$ cat src/rtl/quantum_arbiter.sv
// Round-robin arbiter that grants one requester at a time, bounded by a slot quantum.
// Optional macro QUANTUM_ARB_PREEMPT_EN enables forced preemption/renewal on quantum expiry.
module quantum_arbiter #(
  parameter int NUM_REQ = 4,
  parameter int QUANTUM = 31,
  parameter int CW      = $clog2(QUANTUM + 1),
  parameter int IW      = $clog2(NUM_REQ)
) (
  input  logic               clk,
  input  logic               rst,
  input  logic [NUM_REQ-1:0] req,
  input  logic [NUM_REQ-1:0] done,
  output logic [NUM_REQ-1:0] grant,
  output logic [IW-1:0]      grant_id,
  output logic               busy,
  output logic [CW-1:0]      slot_count,
  output logic               expired,
  output logic               preempt,
  output logic               state_dbg
);

  // Handshake: a requester holds req high until it sees its grant bit; it keeps
  // req high while using the resource and ends its slot by pulsing done (or dropping req).
  typedef enum logic {IDLE = 1'b0, GRANT = 1'b1} state_t;

  state_t              state;
  logic [IW-1:0]       ptr;
  logic                found;
  logic [IW-1:0]       win;
  logic [IW-1:0]       cand;
  int                  idx;
  logic                voluntary;
  logic                others;
  logic [IW-1:0]       ptr_next;

  // Search upward from ptr with wrap-around for the first pending request.
  always_comb begin
    found = 1'b0;
    win   = '0;
    idx   = 0;
    cand  = '0;
    for (int i = 0; i < NUM_REQ; i++) begin
      idx = int'(ptr) + i;
      if (idx >= NUM_REQ) idx = idx - NUM_REQ;
      cand = IW'(idx);
      if (!found && req[cand]) begin
        found = 1'b1;
        win   = cand;
      end
    end
  end

  assign expired   = busy && (slot_count == CW'(QUANTUM));
  assign voluntary = done[grant_id] || !req[grant_id];
  assign others    = |(req & ~grant);
  assign ptr_next  = (grant_id == IW'(NUM_REQ - 1)) ? '0 : grant_id + IW'(1);
  assign state_dbg = (state == GRANT);

`ifdef QUANTUM_ARB_PREEMPT_EN
  logic preempt_q;
  assign preempt = preempt_q;
`else
  assign preempt = 1'b0;
`endif

  always_ff @(posedge clk or posedge rst) begin
    if (rst) begin
      state      <= IDLE;
      grant      <= '0;
      grant_id   <= '0;
      busy       <= 1'b0;
      slot_count <= '0;
      ptr        <= '0;
`ifdef QUANTUM_ARB_PREEMPT_EN
      preempt_q  <= 1'b0;
`endif
    end else begin
`ifdef QUANTUM_ARB_PREEMPT_EN
      preempt_q <= 1'b0;
`endif
      case (state)
        IDLE: begin
          if (found) begin
            state      <= GRANT;
            grant      <= NUM_REQ'(1) << win;
            grant_id   <= win;
            busy       <= 1'b1;
            slot_count <= '0;
          end
        end
        GRANT: begin
          // Voluntary release wins over expiry; release always passes through IDLE.
          if (voluntary) begin
            state      <= IDLE;
            grant      <= '0;
            grant_id   <= '0;
            busy       <= 1'b0;
            slot_count <= '0;
            ptr        <= ptr_next;
          end
`ifdef QUANTUM_ARB_PREEMPT_EN
          else if (expired && others) begin
            state      <= IDLE;
            grant      <= '0;
            grant_id   <= '0;
            busy       <= 1'b0;
            slot_count <= '0;
            ptr        <= ptr_next;
            preempt_q  <= 1'b1;
          end else if (expired) begin
            slot_count <= '0;
          end else begin
            slot_count <= slot_count + CW'(1);
          end
`else
          else if (slot_count != CW'(QUANTUM)) begin
            slot_count <= slot_count + CW'(1);
          end
`endif
        end
        default: state <= IDLE;
      endcase
    end
  end

endmodule

$ cat config.mk
export PLATFORM = sky130hd
export DESIGN_NAME = quantum_arbiter
export DESIGN_NICKNAME = d
export VERILOG_FILES = /design/src/rtl/quantum_arbiter.sv
export SDC_FILE = /design/constraint.sdc
export NUM_CORES = 1
export LEC_CHECK = 0
export ABC_CLOCK_PERIOD_IN_PS = 1860
export CAP_MARGIN = 20
export CORE_MARGIN = 10
export CORE_UTILIZATION = 46
export CTS_CLUSTER_SIZE = 40
export DETAILED_ROUTE_END_ITERATION = 7
export DONT_BUFFER_PORTS = 1
export SYNTH_ARGS = -nofsm -noshare
export SYNTH_HDL_FRONTEND = slang
export SYNTH_SLANG_ARGS = --single-unit
$ cat constraint.sdc
create_clock -name clk -period 1.86 [get_ports clk]
set_input_delay 0.372 -clock clk [delete_from_list [all_inputs] [get_ports clk]]
set_output_delay 0.372 -clock clk [all_outputs]
set_load 0.02 [all_outputs]
* Word-level counts from Yosys, hierarchy flattened
Cells that the tools add are included.
** Cells by class
- Add/subtract/negate cells :: 9
- Multiply operators :: 0
- Div/mod/pow operators :: 0
- Magnitude comparators :: 9
- Equality and inequality tests :: 6
- Shifts and indexed selects :: 1
- Mux-type cells :: 41
- Bitwise logic cells :: 1
- Reductions and logical operators :: 12
** Operators with widths (count)
- $mux 2 :: 11
- $lt 2x3->1 const B :: 5
- $mux 5 :: 3
- $mux 1 :: 14
- $bmux 1 s2 :: 6
- $pmux 5 s2 :: 1
- $ge 3x3->1 const B :: 3
- $mux 4 :: 2
- $pmux 4 s2 :: 1
- $sub 2x1->2 const B :: 4
- $add 2x2->3 const B :: 2
- $reduce_and 2->1 :: 3
- $add 5x1->5 const B :: 1
- $eq 5x5->1 const B :: 1
- $ne 5x5->1 const B :: 1
- $logic_and 1x1->1 :: 4
- $logic_not 1->1 :: 4
- $pmux 1 s2 :: 2
- $pmux 2 s2 :: 1
- $shl 1x2->4 const A :: 1
- $add 2x1->3 const B :: 1
- $ge 2x3->1 const B :: 1
- $ne 3x1->1 const B :: 1
- $add 2x1->2 const B :: 1
- 5 further kinds :: 5
** Storage, ports and cells
- Register bits :: 15
- Latch bits :: 0
- RAM bits :: 0
- Bits in read-only memories :: 0
- Bits of input ports :: 10
- Output and inout bits :: 15
- Memories :: 0

* Longest topological paths before layout
Gate-level depths: netlist (run 1).
- Depth in word-level cells :: 17
- Depth in mapped cells :: 7
- Depth with buffers taken out :: 7

* Least setup slack after synthesis (run 1)
Ideal clock, no wire load.
- Path kind :: register to register
- Start :: reg slot_count[0]
- End :: reg slot_count[3]
- Setup time :: 124 ps
- Arrival :: 1661 ps
- Data required time :: 1736 ps
- Slack :: 75 ps
- Stages on the path, launching flop included :: 8
- Path buffers :: 0
- Period minus slack after synthesis :: 1785 ps
- Path through :: dfrtp_1 -> ha_1 -> and3_1 -> ha_1 -> nand4b_1 -> nand2_1 -> nor2_1 -> a211o_1
** Between the ends
- Cells in the longest elaborated chain, start to end :: 4
- Elaborated cells between the ends (all ways) :: 7
- Classes of those cells :: 1 x add/sub; 2 x eq/ne; 3 x mux; 1 x reduce/logical
** RTL lines
- start, declared :: line 16 : output logic [CW-1:0] slot_count,
- start signal, assigned :: line 117 : slot_count <= slot_count + CW'(1);
- $add 5x1->5 :: line 117
- $mux 5 :: line 116 : else if (slot_count != CW'(QUANTUM)) begin
- $mux 5 :: line 93 : if (voluntary) begin
- $pmux 5 s2 :: line 81 : case (state)
Several ways; a longest one is shown, not always the timed one. The select of a mux whose other input is x is not followed.
A chain may end at the register's enable or synchronous reset.

* Final worst setup path (run 1)
- Start :: reg slot_count[0]
- End :: out expired
** Between the ends
- Cells in the longest elaborated chain, start to end :: 2
** RTL lines
- $eq 5x5->1 :: line 53 : assign expired = busy && (slot_count == CW'(QUANTUM));
- $logic_and 1x1->1 :: line 53
- end, declared :: line 17 : output logic expired,
Every way passes these cells.

==> results of run 1 <==
cells in the final DEF (no fill, tap or decap), types with 4 or more instances in the layout:
cell type / count
a21oi_1: 4
a32o_1: 4
dfrtp_1: 14
a22o_1: 4
inv_1: 4
nor2_1: 8
buf_4: 8
routing by layer:
| layer | vias up | track usage | wire (um) |
|---|---|---|---|
| li1 | 318 | - | - |
| met3 | 2 | 0.0448 | 163 |
| met1 | 319 | 0.116 | 877 |
| met5 | - | 0 | 0 |
| met4 | 0 | 0.0503 | 12 |
| met2 | 24 | 0.175 | 1050 |
flip-flops by register name, indices dropped and copies added, names as in the netlist:
signal	flops
slot_count	5
busy	1
grant_id	2
ptr	2
grant	4
state_dbg	1
timing repair:
action,4_1_cts,5_1_grt
setup endpoints to repair,4,9
gates resized for setup,4,6
pin swaps,1,0
buffers inserted,1,0
logic make-up (layout without fill, tap and decap cells):
| family | count (synthesis) | after routing | synth area share |
|---|---|---|---|
| muxes | 3 | 3 | 0.0443 |
| buffers and inverters | 6 | 16 | 0.0310 |
| other | 1 | 1 | 0.00443 |
| adders and majority gates | 3 | 3 | 0.0443 |
| DFF | 15 | 15 | 0.443 |
| and+or+nand+nor | 27 | 27 | 0.186 |
| AOI/OAI and AO/OA | 24 | 24 | 0.247 |
critical path, stage by stage, from the launching register on:
cell     delay [ns]
dfrtp_1        0.39
ha_2           0.19
and3_1         0.20
ha_4           0.18
and2_4         0.16
metrics by stage:
stage	cell area, um^2	hold WS [ns]	util	setup WS [ns]	total power (W)
detailed placement	920	0.369	0.527	-0.0103	0.00114
global placement	920	0.352	0.527	0.0447	0.00113
floorplan	847	0.273	-	0.0746	0.000986
finish	1000	0.0338	0.573	0.0815	0.00136
CTS	965	0.0464	0.553	0.0142	0.00135
global route	1000	0.0622	0.573	0.00727	0.00146
worst min path at each step:
stage,to,depth (start not counted)
floorplan,busy$_DFFE_PP0P_,1
global placement,slot_count[0]$_DFFE_PP0P_,1
detailed placement,slot_count[0]$_DFFE_PP0P_,1
CTS,slot_count[0]$_DFFE_PP0P_,1
global route,grant[0]$_DFFE_PP0P_,1
finish,slot_count[0]$_DFFE_PP0P_,1
where the power goes:
part | switching [W] | internal, W
clock | 0.000101 | 0.0000831
sequential | 0.000220 | 0.000431
combinational | 0.000259 | 0.000270
final cells by class:
class	count	area (um^2)
Fill cell	172	746
Multi-Input combinational cell	58	490
Sequential cell	15	377
Timing Repair Buffer	8	60.1
Tap cell	25	31.3
Clock buffer	4	26.3
Inverter	4	15.0
==> results.md, run 1 <==
* Final HPWL DP at 1.62 mm
* CP Capture Point: expired
* Worst hold path type: in2async
* Worst EP arrival at about 1.4 ns
* Status: finished clean
* Initial antenna violation count at 0
* Worst R2R Setup Slack at roughly 0.12 ns
* Final slew viol count at 0
* Commonest cells post-synth: dfrtp_1, nor2_1
* H-tree depth at 1
* Via/cell ratio at 5.82
* Initial core utilization at 0.485
* Hold Buf Count CTS at 0
* Reg-to-Reg End: slot_count[0]$_DFFE_PP0P_
* Port buffer count at 0
* Final net count at slightly above 100
* Max Cap Violations at 0
* Layout area overhead at 18.0%
* CTS clk-pin slew, worst paths at 0.09 ns
* Final wirelength at 2.11 mm
* Clock latency on the worst-skew pair at between 0.2 and 0.3 ns
* Fin Clk Skew at between 0.004 and 0.005 ns
* Global placer's final weighted congestion at 0.785
* GRT overflow at 0
* Final hold vios at 0
* Antenna viol nets, final at 0
* Final setup fails at 0
* Final TNS setup at 0 ns
* Setup crit start kind: register
* Die ar. at 0.00396 mm^2
* Cts bufs inserted at 3
* Sinks on Clock Net at 15
* Max VDD drop at 0.813 mV
* Non-Filler Instances at ~110
* Core ar. at 0.00175 mm^2
* # placed instances at 109
* Final period utilization at 0.956
* Top Ports at 25
* Cells after synthesis at 79
* Routed length per instance at 18.5 um
* Syn Nets at 92
* Pin count of the biggest net entering global routing at 16
* Pwr per Cell Area at roughly 1400 mW/mm^2
* CP Capture Type: primary output
* Number of core rows at 15
* Critical Path RT at 1.49 ns
* Critical Path Source: slot_count[0]$_DFFE_PP0P_
* Most common cell in the netlist: dfrtp_1
* R2R cell count at 6
* Root Driver: clkbuf_4
* Vias in the first global route at 677
* First-pass GRT wire length at ~3.4 mm
* # DRC at 0
* Unrepaired setup endpoints after global routing: false
* Slew @ Worst Pin at ~0.6 ns
* Slew HR at 0.606
* Ant diodes at 0
* Share of layout cells above drive strength 1 at 0.281
* Chip height at 62.9 um
* Synthesis-stage register bit count at 15
* Die Wd at 62.9 um
* Vias at around 660
* Gr usage total at 0.107
* DR iter-0 viols at 41
* Syn. warnings at 0
* Top-area cell type share of the netlist area at 0.443
* Pre-Repair DR Iteration Count at 4
* Post-synth EDFFs at 0
* Kind of critical path: reg2out
* Synthesized area at between 800 and 900 um^2
* Synth cell types at 33
* Max clock buf depth at 2
* Post-synth top area cell: dfrtp_1
* Reg-to-reg startpoint: grant_id[1]$_DFFE_PP0P_
* Largest cells by area after synthesis: dfrtp_1, a32o_1, ha_1
* Primary FF master, synth: dfrtp_1
* Synth async-reset ratio at 1.00
* P_leak at 0.459 nW
* Sequential fraction of the synthesis area at 0.443
* Mean Syn Cell Area at 10.7 um^2
* Fmax at 562 MHz
* Min Tclk post-route at 1.78 ns
* Critical-path maximum fanout at 6
* TritonCTS clock tree: yes
(Power assumes the default switching activity.)
==> run 2, diff against run 1 <==
--- a/config.mk
+++ b/config.mk
@@ -5,6 +5,7 @@
 export SDC_FILE = /design/constraint.sdc
 export NUM_CORES = 1
 export LEC_CHECK = 0
+export ABC_AREA = 1
 export ABC_CLOCK_PERIOD_IN_PS = 1860
 export CAP_MARGIN = 20
 export CORE_MARGIN = 10
==> run 2 against run 1 <==
Net effect: setup slack better by 0.024 ns; sequential power is 1% lower; power is 60% higher; critical endpoint unchanged; first-iteration DRC count is 4.9% higher; critical path type unchanged; final cell count is 67% higher.
==> results.md, run 2 <==
* Fmax at around 570 MHz
* Chip height at 68.7 um
* Syn Nets at 163
* Status: finished clean
* Routing usage on met3 at 0.0612
* Initial antenna violation count at 0
* Largest Register: slot_count
* Top Ports at 25
* H-tree depth at 1
* Fin worst setup slack at approximately 0.11 ns
* Synthesized area at about 0.0011 mm^2
* Fin Clk Skew at 0.00325 ns
* Met1 usage at 0.136
* Antenna viol nets, final at 0
* Max clock buf depth at 2
* GRT overflow at 0
* Reg-to-reg startpoint: ptr[0]$_DFFE_PP0P_
* TritonCTS clock tree: yes
* Pin count of the biggest net entering global routing at 16
* Final slew viol count at 0
* Primary FF master, synth: dfrtp_1
* Die Wd at 68.7 um
* Pre-CTS WS at 0.0624 ns
* Sinks on Clock Net at 15
* Gr busiest metal: met2
* Final HPWL DP at 2.05 mm
* Initial core utilization at 0.489
* Largest cells by area after synthesis: dfrtp_1, nand2_1, nand3_1
* Gr usage total at 0.114
* Clock latency on the worst-skew pair at 0.28 ns
* Critical Path Slowest Stage Cell: dfrtp_1
* Ant diodes at 0
* Reg-to-Reg End: grant[3]$_DFFE_PP0P_
* Final period utilization at 0.943
* Largest regs: slot_count (5), grant (4)
* Commonest cells post-synth: nand2_1, dfrtp_1, nand3_1
* Via/cell ratio at 5.19
* Vias at 987
* Critical Path RT at around 1.5 ns
* Routed length per instance at 13.5 um
* Final hold vios at 0
* Hold Slack at 0.0232 ns
* Max reg flops at 5
* Register area at between 300 and 400 um^2
* Cell mode on critical path: ha_1
* Synthesis-stage register bit count at 15
* Sequential fraction of the synthesis area at 0.344
* Final setup fails at 0
* Share of layout cells above drive strength 1 at 0.222
* Finished layout cell area at 0.00122 mm^2
* Top-area cell type share of the netlist area at 0.344
* Max VDD drop at about 0.97 mV
* Port buffer count at 0
* Pre-Repair DR Iteration Count at 4
* Root Driver: clkbuf_4
* Placed cell area at 0.00116 mm^2
* Area of the multi-input gates at about 630 um^2
* Commonest non-fill, non-tap cell in the layout: nand2_1
* Setup crit start kind: register
* Synth cell types at 28
* Slowest stage delay, CP at ~0.37 ns
* R2R cell count at 11
* CP Capture Type: primary output
* Syn. warnings at 0
* Mean Syn Cell Area at 7.28 um^2
* Vias in the first global route at 919
* Post-synth EDFFs at 0
* Synth async-reset ratio at 1.00
* Kind of critical path: reg2out
* Cells along the critical path: ha_1 > inv_1 > nor3_2 > ha_1 > nand2_1 > inv_2
* Global placer's final weighted congestion at between 0.8 and 0.9
* Max Cap Violations at 0
* Layout area overhead at 11.5%
* Critical-path maximum fanout at 2
* Worst hold path type: in2async
* Slew @ Worst Pin at 0.575 ns
* Pwr per Cell Area at 1800 mW/mm^2
* Most frequent cells in the layout: nand2_1, nand3_1, dfrtp_1, inv_1, buf_4
* Cts bufs inserted at 3
* Final wirelength at approximately 2.6 mm
* P_leak at about 0.63 nW
* Worst R2R Setup Slack at 0.11 ns
* Core ar. at 0.00223 mm^2
* Min Tclk post-route at ~1.8 ns
* Hold Buf Count CTS at 0
* # DRC at 0
* CTS clk-pin slew, worst paths at ~0.090 ns
* Final net count at 176
* Tot Pwr at approximately 0.0022 W
* Fill cells at 221
* Post-synth top area cell: dfrtp_1
* Most common cell in the netlist: nand2_1
* Worst EP arrival at 1.38 ns
* DR iter-0 viols at 43
* Cells after synthesis at 150
* M2 GR Usage at 0.180
* Slew HR at 0.616
* First-pass GRT wire length at 4.22 mm
* Die ar. at 0.00472 mm^2
* Number of core rows at 17
==> run 2: cell types whose count changed in the layout (fill, tap and decap cells not counted), sizes merged, moves of 4 or more <==
| cell | change |
|---|---|
| a22o | -4 |
| nand2 | +56 |
| nand3b | +4 |
| o21ai | +5 |
| nand3 | +18 |
| a32o | -4 |
| inv | +11 |
| buf | +4 |
==> run 2: metrics by stage <==
stage / std cells / utilization / TNS [ns]
after floorplan: 150 / - / 0
after global placement: 183 / 0.518 / 0
after detailed placement: 183 / 0.518 / 0
after CTS: 187 / 0.530 / 0
after global routing: 190 / 0.545 / -0.0000875
final: 190 / 0.545 / 0
==> run 2: power breakdown <==
part / internal, W / switching (W)
clock network: 0.0000833 / 0.000104
registers: 0.000440 / 0.000201
logic: 0.000497 / 0.000862
total: 0.00102 / 0.00117
==> run 2: repair_timing <==
action,4_1_cts,5_1_grt
endpoints found under the setup margin,1,11
gates resized for setup,1,3
buffers inserted,0,3
==> run 2: logic make-up after synthesis <==
| group | synth area share |
|---|---|
| other cells | 0.00343 |
| flops | 0.344 |
| simple gates | 0.435 |
| compound gates | 0.0894 |
| buf+inv | 0.0859 |
| xor+xnor | 0.00802 |
| fa+ha+maj | 0.0344 |
==> run 2: worst max path at each step <==
stage                              start  slack (ns)  cells past startpoint                         to
3_5_place_dp          ptr[0]$_DFFE_PP0P_        0.06                     10  slot_count[1]$_DFFE_PP0P_
4_1_cts        slot_count[1]$_DFFE_PP0P_        0.02                      6                    expired
3_3_place_gp          ptr[0]$_DFFE_PP0P_        0.12                     11  slot_count[1]$_DFFE_PP0P_
6_report       slot_count[1]$_DFFE_PP0P_        0.11                      6                    expired
5_1_grt               ptr[0]$_DFFE_PP0P_    -0.00009                     10  slot_count[1]$_DFFE_PP0P_
2_1_floorplan  slot_count[1]$_DFFE_PP0P_        0.28                      9  slot_count[1]$_DFFE_PP0P_
==> run 2: critical path: cells and delay by family, from the launching register on <==
kind,cells,cell delay (ns)
simple gates,2,0.19
buf+inv,2,0.17
fa+ha+maj,2,0.37
flops,1,0.37
==> run 2: layer usage <==
layer | vias to the layer above | wire length, um
met3 | 2 | 340
met4 | 0 | 16
li1 | 504 | -
met1 | 438 | 1120
met2 | 43 | 1090
met5 | - | 0
==> run 2: final cells by class <==
class | instances | area share
Clock buffer | 4 | 0.0216
Inverter | 15 | 0.0462
Multi-Input combinational cell | 116 | 0.520
Sequential cell | 15 | 0.309
Tap cell | 28 | 0.0288
Timing Repair Buffer | 12 | 0.0740
==> run 3, diff against run 2 <==
--- a/config.mk
+++ b/config.mk
@@ -13,6 +13,7 @@
 export CTS_CLUSTER_SIZE = 40
 export DETAILED_ROUTE_END_ITERATION = 7
 export DONT_BUFFER_PORTS = 1
+export PLACE_DENSITY = 0.68
 export SYNTH_ARGS = -nofsm -noshare
 export SYNTH_HDL_FRONTEND = slang
 export SYNTH_SLANG_ARGS = --single-unit
==> run 3 against run 2 <==
Net effect: die area did not move; register-to-register slack improved by 0.02 ns; clock power fell by 2%; critical endpoint unchanged; highest routed layer unchanged.
==> results.md, run 3 (synthesis results as in run 2) <==
* First-pass GRT wire length at roughly 4.4 mm
* Max clock buf depth at 2
* Pwr per Cell Area at 1810 mW/mm^2
* Port buffer count at 0
* Cells along the critical path: ha_1 > inv_1 > nor3_2 > ha_2 > nand2_1 > inv_2
* Max VDD drop at 0.789 mV
* Largest Register: slot_count
* R2R cell count at 10
* Worst hold path type: in2async
* Clock group share of total power at 0.082
* Core ar. at roughly 0.0022 mm^2
* Gr busiest metal: met2
* Area of the multi-input gates at 636 um^2
* Max reg flops at 5
* Initial core utilization at 0.489
* Global placer's final weighted congestion at 0.773
* Switching share of total power at 0.525
* Fin Clk Skew at 0.000362 ns
* Final TNS setup at 0 ns
* CP Capture Type: primary output
* Via/cell ratio at 5.21
* Largest regs: slot_count (5), grant (4)
* P_leak at between 0.6 and 0.7 nW
* Share of layout cells above drive strength 1 at 0.219
* Initial antenna violation count at 0
* M2 GR Usage at 0.233
* Worst EP arrival at 1.37 ns
* Final net count at 174
* TritonCTS clock tree: yes
* Final HPWL DP at between 2 and 2.5 mm
* DR iter-0 viols at 82
* # DRC at 0
* Fill cells at roughly 210
* Worst R2R Setup Slack at between 0.1 and 0.15 ns
* Tot Pwr at 0.00223 W
* Slowest stage delay, CP at 0.36 ns
* Critical Path Slowest Stage Cell: dfrtp_1
* Kind of critical path: reg2out
* Commonest non-fill, non-tap cell in the layout: nand2_1
* Root Driver: clkbuf_4
* Max Cap Violations at 0
* Layout area overhead at 12.6%
* Ant diodes at 0
* Final wirelength at 2.57 mm
* Routing usage on met3 at 0.0242
* Fin util at 0.551
* CP Capture Point: expired
* Register area at 377 um^2
* Final setup fails at 0
* Pint at around 0.0011 W
* Pre-Repair DR Iteration Count at 5
* Die Wd at 68.7 um
* Vias at 980
* Pin count of the biggest net entering global routing at 16
* CTS clk-pin slew, worst paths at 0.08 ns
* Final period utilization at 0.937
* Min Tclk post-route at 1.74 ns
* Routed length per instance at 13.6 um
* Slew HR at 0.623
* Final hold vios at 0
* Chip height at 68.7 um
* Gr usage total at 0.119
* Critical Path RT at ~1.5 ns
* Vias in the first global route at ~1000
* Critical-path maximum fanout at 2
* Cts bufs inserted at 3
* Met1 usage at 0.117
* Fmax at 573 MHz
* Die ar. at 0.00472 mm^2
* Net Switching at 0.00117 W
* Status: finished clean
* Reg-to-reg startpoint: ptr[0]$_DFFE_PP0P_
* Slew @ Worst Pin at 0.565 ns
* Critical Path Source: slot_count[1]$_DFFE_PP0P_
* Hold Buf Count CTS at 0
* Most frequent cells in the layout: nand2_1, nand3_1, dfrtp_1, inv_1
* Gate power share at 0.651
* Reg-to-Reg End: slot_count[1]$_DFFE_PP0P_
* Number of core rows at 17
* Final slew viol count at 0
* Antenna viol nets, final at 0
* Top Ports at 25
* Clock latency on the worst-skew pair at 0.28 ns
* H-tree depth at 1
* Sinks on Clock Net at 15
* Seq pwr share at 0.267
* Setup crit start kind: register
* GRT overflow at 0
==> run 3: layer usage <==
| metal | wire (um) | up-vias |
|---|---|---|
| met5 | 0 | - |
| met3 | 120 | 6 |
| met2 | 1400 | 22 |
| li1 | - | 502 |
| met1 | 1000 | 450 |
| met4 | 41 | 0 |
==> run 3: worst min path at each step <==
stage / depth (start not counted) / end / from
global route: 1 / slot_count[2]$_DFFE_PP0P_ / rst
CTS: 1 / state_dbg$_DFF_PP0_ / rst
floorplan: 1 / busy$_DFFE_PP0P_ / rst
finish: 1 / slot_count[3]$_DFFE_PP0P_ / rst
detailed placement: 1 / slot_count[3]$_DFFE_PP0P_ / rst
global placement: 1 / slot_count[3]$_DFFE_PP0P_ / rst
==> run 3: power by group through the flow <==
stage / registers (W) / logic [W] / clock network [W]
3_3_place_gp: 0.000604 / 0.00135 / 0
3_5_place_dp: 0.000608 / 0.00138 / 0
4_1_cts: 0.000602 / 0.00139 / 0.000189
6_report: 0.000594 / 0.00145 / 0.000183
2_1_floorplan: 0.000648 / 0.00102 / 0
5_1_grt: 0.000613 / 0.00163 / 0.000196
==> run 3: through the flow <==
| stage | area [um^2] | hold WS (ns) | setup WS, ns | cells |
|---|---|---|---|---|
| after floorplan | 1090 | 0.273 | 0.276 | 150 |
| after global placement | 1170 | 0.349 | 0.138 | 183 |
| after detailed placement | 1170 | 0.350 | 0.0406 | 183 |
| after CTS | 1200 | 0.0469 | 0.0256 | 187 |
| after global routing | 1230 | 0.0667 | -0.000896 | 188 |
| final | 1230 | 0.0228 | 0.116 | 188 |
==> run 3: area by class of cell <==
type,count,area share
clock buffers,4,0.0214
inverters,15,0.0458
flip-flops and latches,15,0.306
multi-input cells,116,0.517
repair buffers,10,0.0814
well taps,28,0.0285
==> run 3: critical path: cells and delay by family, from the launching register on <==
family	cells	cell delay, ns
buf+inv	2	0.18
flops	1	0.36
fa+ha+maj	2	0.38
simple gates	2	0.16
==> run 3: repair_timing <==
item	in CTS	in global routing
resized for setup	0	5
setup endpoints to repair	0	12
buffers inserted	0	1
